===== src/rtl/ps2_mouse_packetizer_pkg.sv =====
// Shared types and constants for the PS/2 mouse receive path.
package ps2_pkg;

    typedef enum logic [0:0] {
        RX_IDLE  = 1'b0,
        RX_SHIFT = 1'b1
    } rx_state_t;

    typedef enum logic [1:0] {
        ASM_B0 = 2'd0,
        ASM_B1 = 2'd1,
        ASM_B2 = 2'd2
    } asm_state_t;

    localparam int ST_L       = 0;
    localparam int ST_R       = 1;
    localparam int ST_M       = 2;
    localparam int ST_ALWAYS1 = 3;
    localparam int ST_XSIGN   = 4;
    localparam int ST_YSIGN   = 5;
    localparam int ST_XOVF    = 6;
    localparam int ST_YOVF    = 7;

    // start + 8 data + parity + stop
    localparam int FRAME_LEN = 11;

    // An overflowed axis is clamped toward its sign: positive -> 0xFF, negative -> 0x00.
    function automatic logic [7:0] sat_axis(input logic [7:0] raw, input logic ovf,
                                            input logic sign, input logic en);
        if (en && ovf)
            return sign ? 8'h00 : 8'hFF;
        return raw;
    endfunction

endpackage


===== src/rtl/ps2_mouse_packetizer_if.sv =====
// PS/2 line inputs and packed mouse-packet outputs of the packetizer.
// slave = packetizer side, master = bus/consumer side.
interface ps2_mouse_packetizer_if;
    logic        ps2_clk;
    logic        ps2_data;
    logic [24:0] ps2_mouse;
    logic        pkt_err;

    modport master (
        output ps2_clk,
        output ps2_data,
        input  ps2_mouse,
        input  pkt_err
    );

    modport slave (
        input  ps2_clk,
        input  ps2_data,
        output ps2_mouse,
        output pkt_err
    );
endinterface


===== src/rtl/ps2_mouse_packetizer_rx_byte.sv =====
// PS/2 byte receiver: 2-FF sync, clock glitch filter, 11-bit frame FSM.
// byte_valid/byte_err lag the raw stop edge by FILT_LEN+3 cycles; receive-only, no backpressure.
module ps2_rx_byte
    import ps2_pkg::*;
#(
    parameter int FILT_LEN    = 8,
    parameter int BIT_TIMEOUT = 4096
)(
    input  logic       clk,
    input  logic       reset,
    input  logic       ps2_clk,
    input  logic       ps2_data,
    output logic       byte_valid,
    output logic [7:0] byte_data,
    output logic       byte_err,
    output logic       timeout
);

    localparam int FW = $clog2(FILT_LEN + 1);
    localparam int TW = $clog2(BIT_TIMEOUT + 1);
    localparam logic [3:0] PAR_IDX  = 4'(FRAME_LEN - 3);
    localparam logic [3:0] STOP_IDX = 4'(FRAME_LEN - 2);

    logic [1:0]    clk_sync;
    logic [1:0]    data_sync;
    logic          clk_filt;
    logic [FW-1:0] filt_cnt;
    logic          fall;

    rx_state_t     state;
    rx_state_t     state_nxt;
    logic [3:0]    bitcnt;
    logic [TW-1:0] tmr;
    logic [7:0]    shreg;
    logic          par_bit;
    logic          start;
    logic          take_bit;
    logic          frame_ok;

    always_ff @(posedge clk) begin
        if (reset) begin
            clk_sync  <= 2'b11;
            data_sync <= 2'b11;
        end else begin
            clk_sync  <= {clk_sync[0], ps2_clk};
            data_sync <= {data_sync[0], ps2_data};
        end
    end

    // Level flips on the FILT_LEN-th consecutive sample that disagrees with it.
    always_ff @(posedge clk) begin
        if (reset) begin
            clk_filt <= 1'b1;
            filt_cnt <= '0;
            fall     <= 1'b0;
        end else begin
            fall <= 1'b0;
            if (clk_sync[1] == clk_filt) begin
                filt_cnt <= '0;
            end else if (filt_cnt == FW'(FILT_LEN - 1)) begin
                clk_filt <= clk_sync[1];
                filt_cnt <= '0;
                fall     <= ~clk_sync[1];
            end else begin
                filt_cnt <= filt_cnt + 1'b1;
            end
        end
    end

    always_ff @(posedge clk) begin
        if (reset)
            state <= RX_IDLE;
        else
            state <= state_nxt;
    end

    always_comb begin
        state_nxt = state;
        case (state)
            RX_IDLE:  if (start) state_nxt = RX_SHIFT;
            RX_SHIFT: begin
                if (timeout)
                    state_nxt = RX_IDLE;
                else if (take_bit && bitcnt == STOP_IDX)
                    state_nxt = RX_IDLE;
            end
            default:  state_nxt = RX_IDLE;
        endcase
    end

    // A stalled frame beats a coincident edge: the edge is dropped.
    always_comb begin
        timeout  = (state == RX_SHIFT) && (tmr == TW'(BIT_TIMEOUT));
        start    = (state == RX_IDLE) && fall && !data_sync[1];
        take_bit = (state == RX_SHIFT) && fall && !timeout;
        frame_ok = (^{shreg, par_bit}) && data_sync[1];
    end

    always_ff @(posedge clk) begin
        if (reset) begin
            bitcnt     <= '0;
            tmr        <= '0;
            shreg      <= '0;
            par_bit    <= 1'b0;
            byte_valid <= 1'b0;
            byte_err   <= 1'b0;
        end else begin
            byte_valid <= 1'b0;
            byte_err   <= 1'b0;
            if (start) begin
                bitcnt <= '0;
                tmr    <= '0;
            end else if (state == RX_SHIFT) begin
                if (timeout) begin
                    bitcnt <= '0;
                    tmr    <= '0;
                end else if (take_bit) begin
                    tmr <= '0;
                    if (bitcnt < PAR_IDX) begin
                        shreg  <= {data_sync[1], shreg[7:1]};
                        bitcnt <= bitcnt + 1'b1;
                    end else if (bitcnt == PAR_IDX) begin
                        par_bit <= data_sync[1];
                        bitcnt  <= bitcnt + 1'b1;
                    end else begin
                        byte_valid <= frame_ok;
                        byte_err   <= !frame_ok;
                        bitcnt     <= '0;
                    end
                end else begin
                    tmr <= tmr + 1'b1;
                end
            end
        end
    end

    assign byte_data = shreg;

endmodule


===== src/rtl/ps2_mouse_packetizer.sv =====
// 3-byte PS/2 stream packet assembler with overflow saturation, committing {strobe, dy, dx, status}.
// Strobe lags the raw stop edge of byte 3 by FILT_LEN+4 cycles; receive-only, no backpressure.
module ps2_mouse_packetizer
    import ps2_pkg::*;
#(
    parameter int FILT_LEN    = 8,
    parameter int BIT_TIMEOUT = 4096,
    parameter int PKT_TIMEOUT = 65536,
    parameter int SAT_OVF     = 1
)(
    input  logic                 clk,
    input  logic                 reset,
    ps2_mouse_packetizer_if.slave bus
);

    localparam int GW = $clog2(PKT_TIMEOUT + 1);

    logic          byte_valid;
    logic [7:0]    byte_data;
    logic          byte_err;
    logic          rx_timeout;

    asm_state_t    state;
    asm_state_t    state_nxt;
    logic [GW-1:0] gap;
    logic [7:0]    status;
    logic [7:0]    dx_raw;
    logic [23:0]   mouse_dat;
    logic          strobe;
    logic          pkt_err_q;

    logic          pkt_to;
    logic          accept;
    logic          hdr_bad;
    logic          load_status;
    logic          load_dx;
    logic          commit;
    logic          err_now;

    ps2_rx_byte #(
        .FILT_LEN    (FILT_LEN),
        .BIT_TIMEOUT (BIT_TIMEOUT)
    ) u_rx (
        .clk        (clk),
        .reset      (reset),
        .ps2_clk    (bus.ps2_clk),
        .ps2_data   (bus.ps2_data),
        .byte_valid (byte_valid),
        .byte_data  (byte_data),
        .byte_err   (byte_err),
        .timeout    (rx_timeout)
    );

    always_ff @(posedge clk) begin
        if (reset)
            state <= ASM_B0;
        else
            state <= state_nxt;
    end

    always_comb begin
        state_nxt = state;
        if (pkt_to || byte_err || rx_timeout) begin
            state_nxt = ASM_B0;
        end else if (accept) begin
            case (state)
                ASM_B0:  if (byte_data[ST_ALWAYS1]) state_nxt = ASM_B1;
                ASM_B1:  state_nxt = ASM_B2;
                ASM_B2:  state_nxt = ASM_B0;
                default: state_nxt = ASM_B0;
            endcase
        end
    end

    // All error sources merge into one registered pulse, so coincident faults report once.
    always_comb begin
        pkt_to      = (state != ASM_B0) && (gap == GW'(PKT_TIMEOUT));
        accept      = byte_valid && !pkt_to;
        hdr_bad     = accept && (state == ASM_B0) && !byte_data[ST_ALWAYS1];
        load_status = accept && (state == ASM_B0) && byte_data[ST_ALWAYS1];
        load_dx     = accept && (state == ASM_B1);
        commit      = accept && (state == ASM_B2);
        err_now     = pkt_to || byte_err || rx_timeout || hdr_bad;
    end

    always_ff @(posedge clk) begin
        if (reset) begin
            gap       <= '0;
            status    <= '0;
            dx_raw    <= '0;
            mouse_dat <= '0;
            strobe    <= 1'b0;
            pkt_err_q <= 1'b0;
        end else begin
            pkt_err_q <= err_now;
            strobe    <= commit;
            if (state == ASM_B0 || accept || pkt_to)
                gap <= '0;
            else if (gap != {GW{1'b1}})
                gap <= gap + 1'b1;
            if (load_status)
                status <= byte_data;
            if (load_dx)
                dx_raw <= byte_data;
            if (commit)
                mouse_dat <= {sat_axis(byte_data, status[ST_YOVF], status[ST_YSIGN], SAT_OVF != 0),
                              sat_axis(dx_raw, status[ST_XOVF], status[ST_XSIGN], SAT_OVF != 0),
                              status};
        end
    end

    assign bus.ps2_mouse = {strobe, mouse_dat};
    assign bus.pkt_err   = pkt_err_q;

endmodule


===== src/flat_wrapper.sv =====
// flat-port wrapper written by rule: the top's interface ports become plain ports
module ps2_mouse_packetizer_flat import ps2_pkg::*;
#(
    parameter int FILT_LEN    = 8,
    parameter int BIT_TIMEOUT = 4096,
    parameter int PKT_TIMEOUT = 65536,
    parameter int SAT_OVF     = 1
)
  (clk, reset, bus_ps2_clk, bus_ps2_data, bus_ps2_mouse, bus_pkt_err);
  ps2_mouse_packetizer_if bus_i ();
  input  logic clk;
  input  logic reset;
  input wire logic [$bits(bus_i.ps2_clk)-1:0] bus_ps2_clk;
  input wire logic [$bits(bus_i.ps2_data)-1:0] bus_ps2_data;
  output wire logic [$bits(bus_i.ps2_mouse)-1:0] bus_ps2_mouse;
  output wire logic [$bits(bus_i.pkt_err)-1:0] bus_pkt_err;
  assign bus_i.ps2_clk = bus_ps2_clk;
  assign bus_i.ps2_data = bus_ps2_data;
  assign bus_ps2_mouse = bus_i.ps2_mouse;
  assign bus_pkt_err = bus_i.pkt_err;
  ps2_mouse_packetizer #(.FILT_LEN(FILT_LEN), .BIT_TIMEOUT(BIT_TIMEOUT), .PKT_TIMEOUT(PKT_TIMEOUT), .SAT_OVF(SAT_OVF)) u_core (.clk(clk), .reset(reset), .bus(bus_i));
endmodule

===== config.mk =====
export PLATFORM = sky130hd
export DESIGN_NAME = ps2_mouse_packetizer_flat
export DESIGN_NICKNAME = d
export VERILOG_FILES = /design/src/rtl/ps2_mouse_packetizer_pkg.sv /design/src/rtl/ps2_mouse_packetizer_if.sv /design/src/rtl/ps2_mouse_packetizer_rx_byte.sv /design/src/rtl/ps2_mouse_packetizer.sv /design/src/flat_wrapper.sv
export SDC_FILE = /design/constraint.sdc
export NUM_CORES = 1
export LEC_CHECK = 0
export BUFFER_PORTS_ARGS = -buffer_cell sky130_fd_sc_hd__buf_2
export CAP_MARGIN = 20
export CELL_PAD_IN_SITES_DETAIL_PLACEMENT = 1
export CELL_PAD_IN_SITES_GLOBAL_PLACEMENT = 1
export CORE_ASPECT_RATIO = 1.75
export CORE_MARGIN = 1
export CORE_UTILIZATION = 45
export CTS_CLUSTER_DIAMETER = 200
export DETAILED_ROUTE_END_ITERATION = 8
export GPL_TIMING_DRIVEN = 0
export PLACE_DENSITY = 0.77
export SYNTH_ARGS = -nofsm -noshare
export SYNTH_HDL_FRONTEND = slang
export SYNTH_SLANG_ARGS = --single-unit

===== constraint.sdc =====
create_clock -name clk -period 3.5 [get_ports clk]
set_clock_uncertainty 0.05 [all_clocks]
set_input_delay 0.7 -clock clk [delete_from_list [all_inputs] [get_ports clk]]
set_output_delay 0.7 -clock clk [all_outputs]
set_load 0.05 [all_outputs]

==> results.json <==
{
  "cts_buffer_depth": 2,
  "hp-class": "flop to flop",
  "io_buffers": 29,
  "synth-seq-cells": 100,
  "core_mm2": 0.009789,
  "crit_fanout": 5,
  "grt_use_total_pct": 22.22,
  "r2r-start": "u_core.gap[9]$_SDFFE_PP0P_",
  "synthMuxAreaShare_pct": 8.613,
  "vdd_drop_max_mv": 0.2453,
  "crit_start": "u_core.gap[9]$_SDFFE_PP0P_",
  "placedCellCount": 650,
  "syn_area_mm2": 0.004518,
  "synth.distinct_cells": 55,
  "ys.flop_type": "dfxtp_1",
  "r2r_setup_slack_ps": 1020,
  "cts.sinks": 100,
  "swShare_pct": 19.94,
  "layout-drive-gt1-share_pct": 15.56,
  "synthSimpleGateAreaFrac_pct": 24.84,
  "hold_viol": 0,
  "ant_nets": 0,
  "setup.worst_path.end_class": "flop",
  "dr_total_vias": 3645,
  "clk_pin_slew_ps": 70,
  "fin_crit_sh_pct": 70.86,
  "post_cts_buffers": 0,
  "finalNetCount": 549,
  "grt_pass1_vias": 3807,
  "die_y_um": 134.6,
  "async_reset_ff_share_pct": 0,
  "syn_area_per_cell_um2": 9.109,
  "grt_pass1_wl_mm": 18.17,
  "hpwl_mm": 8.130,
  "syn_to_final_growth_pct": 13.68,
  "hold_end": "u_core.u_rx.data_sync[1]$_SDFF_PP1_",
  "tightest_slew_ps": 642.5,
  "power_frac_clock_pct": 47.4,
  "synth_cells": 496,
  "synth_nets": 509,
  "h-tree-depth": 3,
  "place_congestion": 0.8001,
  "diodes": 0,
  "holdPathStages": 1,
  "r2r-end": "u_core.gap[12]$_SDFFE_PP0P_",
  "rsz0062_at_grt": "false",
  "drc_errors": 0,
  "drt-total-wl_mm": 10.91,
  "dieWidth_um": 77.75,
  "outcome": "completed",
  "whs_ps": 359.3,
  "yosysWarnings": 0,
  "synth_edf_count": 0,
  "synth-xor-area-share_pct": 6.314,
  "cts-resized-gates": 0,
  "clk_latency_ps": 340,
  "grt_max_degree": 16,
  "pre_cts_slack_ps": 928.3,
  "hp-start": "u_core.u_rx.data_sync[0]$_SDFF_PP1_",
  "p_int_mw": 1.790,
  "p_switching_mw": 0.4458,
  "utilization_pct": 52.47,
  "overflow": 0,
  "maxCapViolCount": 0,
  "cts_tree": "done",
  "fillers": 1180,
  "viasPerCell": 5.481,
  "slew_headroom_pct": 57.01,
  "drt_iter0_markers": 157,
  "fmaxAchievable_mhz": 403.2,
  "start_util_pct": 46.15,
  "synth_compound_area_share_pct": 9.416,
  "numCtsBuffers": 9,
  "crit_required_ps": 3730,
  "critPathKind": "flop to flop",
  "power_frac_comb_pct": 1.6,
  "dieArea_mm2": 0.01046,
  "cts_hold_buf": 0,
  "worst_setup_path_start_kind": "flop",
  "maxSlewViolCount": 0,
  "stdcell_count": 665,
  "wire_per_inst_um": 16.41,
  "r2r_cells": 8,
  "grt_antenna_before_repair": 0,
  "yosysSeqAreaShare_pct": 44.31,
  "p_per_area_mw_per_mm2": 435.4,
  "setup_violations": 0,
  "setup_tns_ps": 0,
  "io_pins": 30,
  "arrival_ps": 2710,
  "cts-root-buf": "clkbuf_16",
  "synth_top_family_by_area": "simple AND/OR/NAND/NOR gates",
  "dr.pass1.iters": 4,
  "fin_crit_ps": 2480,
  "leakagePower_nw": 1.887,
  "yosys.area_share.adder_pct": 2.492,
  "rows": 48,
  "p_seq_share_pct": 51.1,
  "fin_ws_ps": 1020
}
==> through the flow <==
step	total power [mW]	cell area, µm²
6_report	2.236	5136
5_1_grt	2.299	5136
4_1_cts	2.260	5136
3_5_place_dp	1.203	4820
3_3_place_gp	1.202	4820
2_1_floorplan	1.189	4518
==> critical path, stage by stage, from the launching register on <==
cell and delay [ps]:
dfxtp_1 350, and4_1 250, nand2_1 160, nor4_1 90, ha_1 260, nor2b_1 400
nand2_1 250, or4_1 440, a21oi_1 150
==> area by class of cell <==
class,count,area (µm²),share of cell area (%)
tap,125,156.4,3.045
timing repair buffer,29,145.1,2.826
clock buffer,11,242.7,4.726
clock inverter,4,73.82,1.437
sequential,100,2002,38.98
inverter,10,37.54,0.7308
multi-input combinational,358,2335,45.46
buffer,28,143.9,2.801
==> synthesized netlist by cell type, types with 3 or more instances <==
| cell type | n | share of area (%) |
|---|---|---|
| nor4b_1 | 4 | 0.78 |
| inv_1 | 9 | 0.75 |
| a21oi_1 | 35 | 3.9 |
| o31ai_1 | 3 | 0.50 |
| nor4_1 | 4 | 0.55 |
| xor2_1 | 20 | 3.9 |
| dfxtp_1 | 100 | 44 |
| nor2_1 | 39 | 3.2 |
| or3_1 | 3 | 0.42 |
| clkbuf_1 | 15 | 1.2 |
| mux2_2 | 7 | 1.7 |
| buf_4 | 3 | 0.50 |
| mux2i_1 | 28 | 6.2 |
| nand3_1 | 19 | 2.1 |
| nand2b_1 | 11 | 1.5 |
| buf_2 | 7 | 0.78 |
| xnor2_1 | 10 | 1.9 |
| nand2_1 | 71 | 5.9 |
| nand4_1 | 14 | 1.9 |
| o21ai_0 | 14 | 1.6 |
| and4_1 | 5 | 0.97 |
| or4_1 | 3 | 0.50 |
| nor2b_1 | 12 | 1.7 |
| o211ai_1 | 8 | 1.3 |
| or2_2 | 5 | 0.69 |
| ha_1 | 9 | 2.5 |
| and3_1 | 4 | 0.55 |
==> cell usage in the layout, fill, tap and decap left out, types with 3 or more instances in the layout <==
master	synthesis	final
a21oi_1	35	35
and3_1	4	4
and4_1	5	5
buf_2	7	36
buf_4	3	3
clkbuf_1	15	16
clkbuf_16	0	9
dfxtp_1	100	100
ha_1	9	9
inv_1	9	9
mux2_2	7	7
mux2i_1	28	28
nand2_1	71	71
nand2b_1	11	11
nand3_1	19	19
nand4_1	14	14
nor2_1	39	39
nor2b_1	12	12
nor4_1	4	4
nor4b_1	4	4
o211ai_1	8	8
o21ai_0	14	14
o31ai_1	3	3
or2_2	5	5
or3_1	3	3
or4_1	3	3
xnor2_1	10	10
xor2_1	20	20
==> per-layer routing <==
layer	part of all wire [%]	GRT usage [%]	vias up
met5	0	0	-
met4	1.5	7.966	0
met3	2.4	3.378	13
met2	59	45.33	38
met1	37	21.76	1814
li1	-	-	1780
==> flip-flops by register name, summed over array words and instances, names as in the netlist, 4 cells and up <==
register / cells
u_core.dx_raw: 8
u_core.gap: 17
u_core.mouse_dat: 24
u_core.status: 8
u_core.u_rx.bitcnt: 4
u_core.u_rx.byte_data: 8
u_core.u_rx.filt_cnt: 4
u_core.u_rx.tmr: 13
==> how the worst max path moves through the flow <==
stage	end	slack, ps	cells after the start
global route	u_core.gap[15]$_SDFFE_PP0P_	790	8
global placement	u_core.strobe$_SDFF_PP0_	970	5
finish	u_core.gap[12]$_SDFFE_PP0P_	1020	8
floorplan	u_core.gap[12]$_SDFFE_PP0P_	1440	8
CTS	u_core.gap[12]$_SDFFE_PP0P_	960	8
detailed placement	u_core.status[2]$_SDFFE_PP0P_	930	5
==> logic make-up after synthesis <==
kind of cell	after synthesis
simple gates	212
mux	37
compound gates	69
xor+xnor	31
fa+ha+maj	9
flops	100
buf+inv	38
==> power groups by stage <==
stage,sequential (mW),combinational (mW),clock [mW]
floorplan,1.17,0.0220,0
global placement,1.17,0.0350,0
detailed placement,1.17,0.0356,0
CTS,1.14,0.0358,1.08
global route,1.14,0.0385,1.12
finish,1.14,0.0350,1.06
Power figures use the tool's default switching activity.
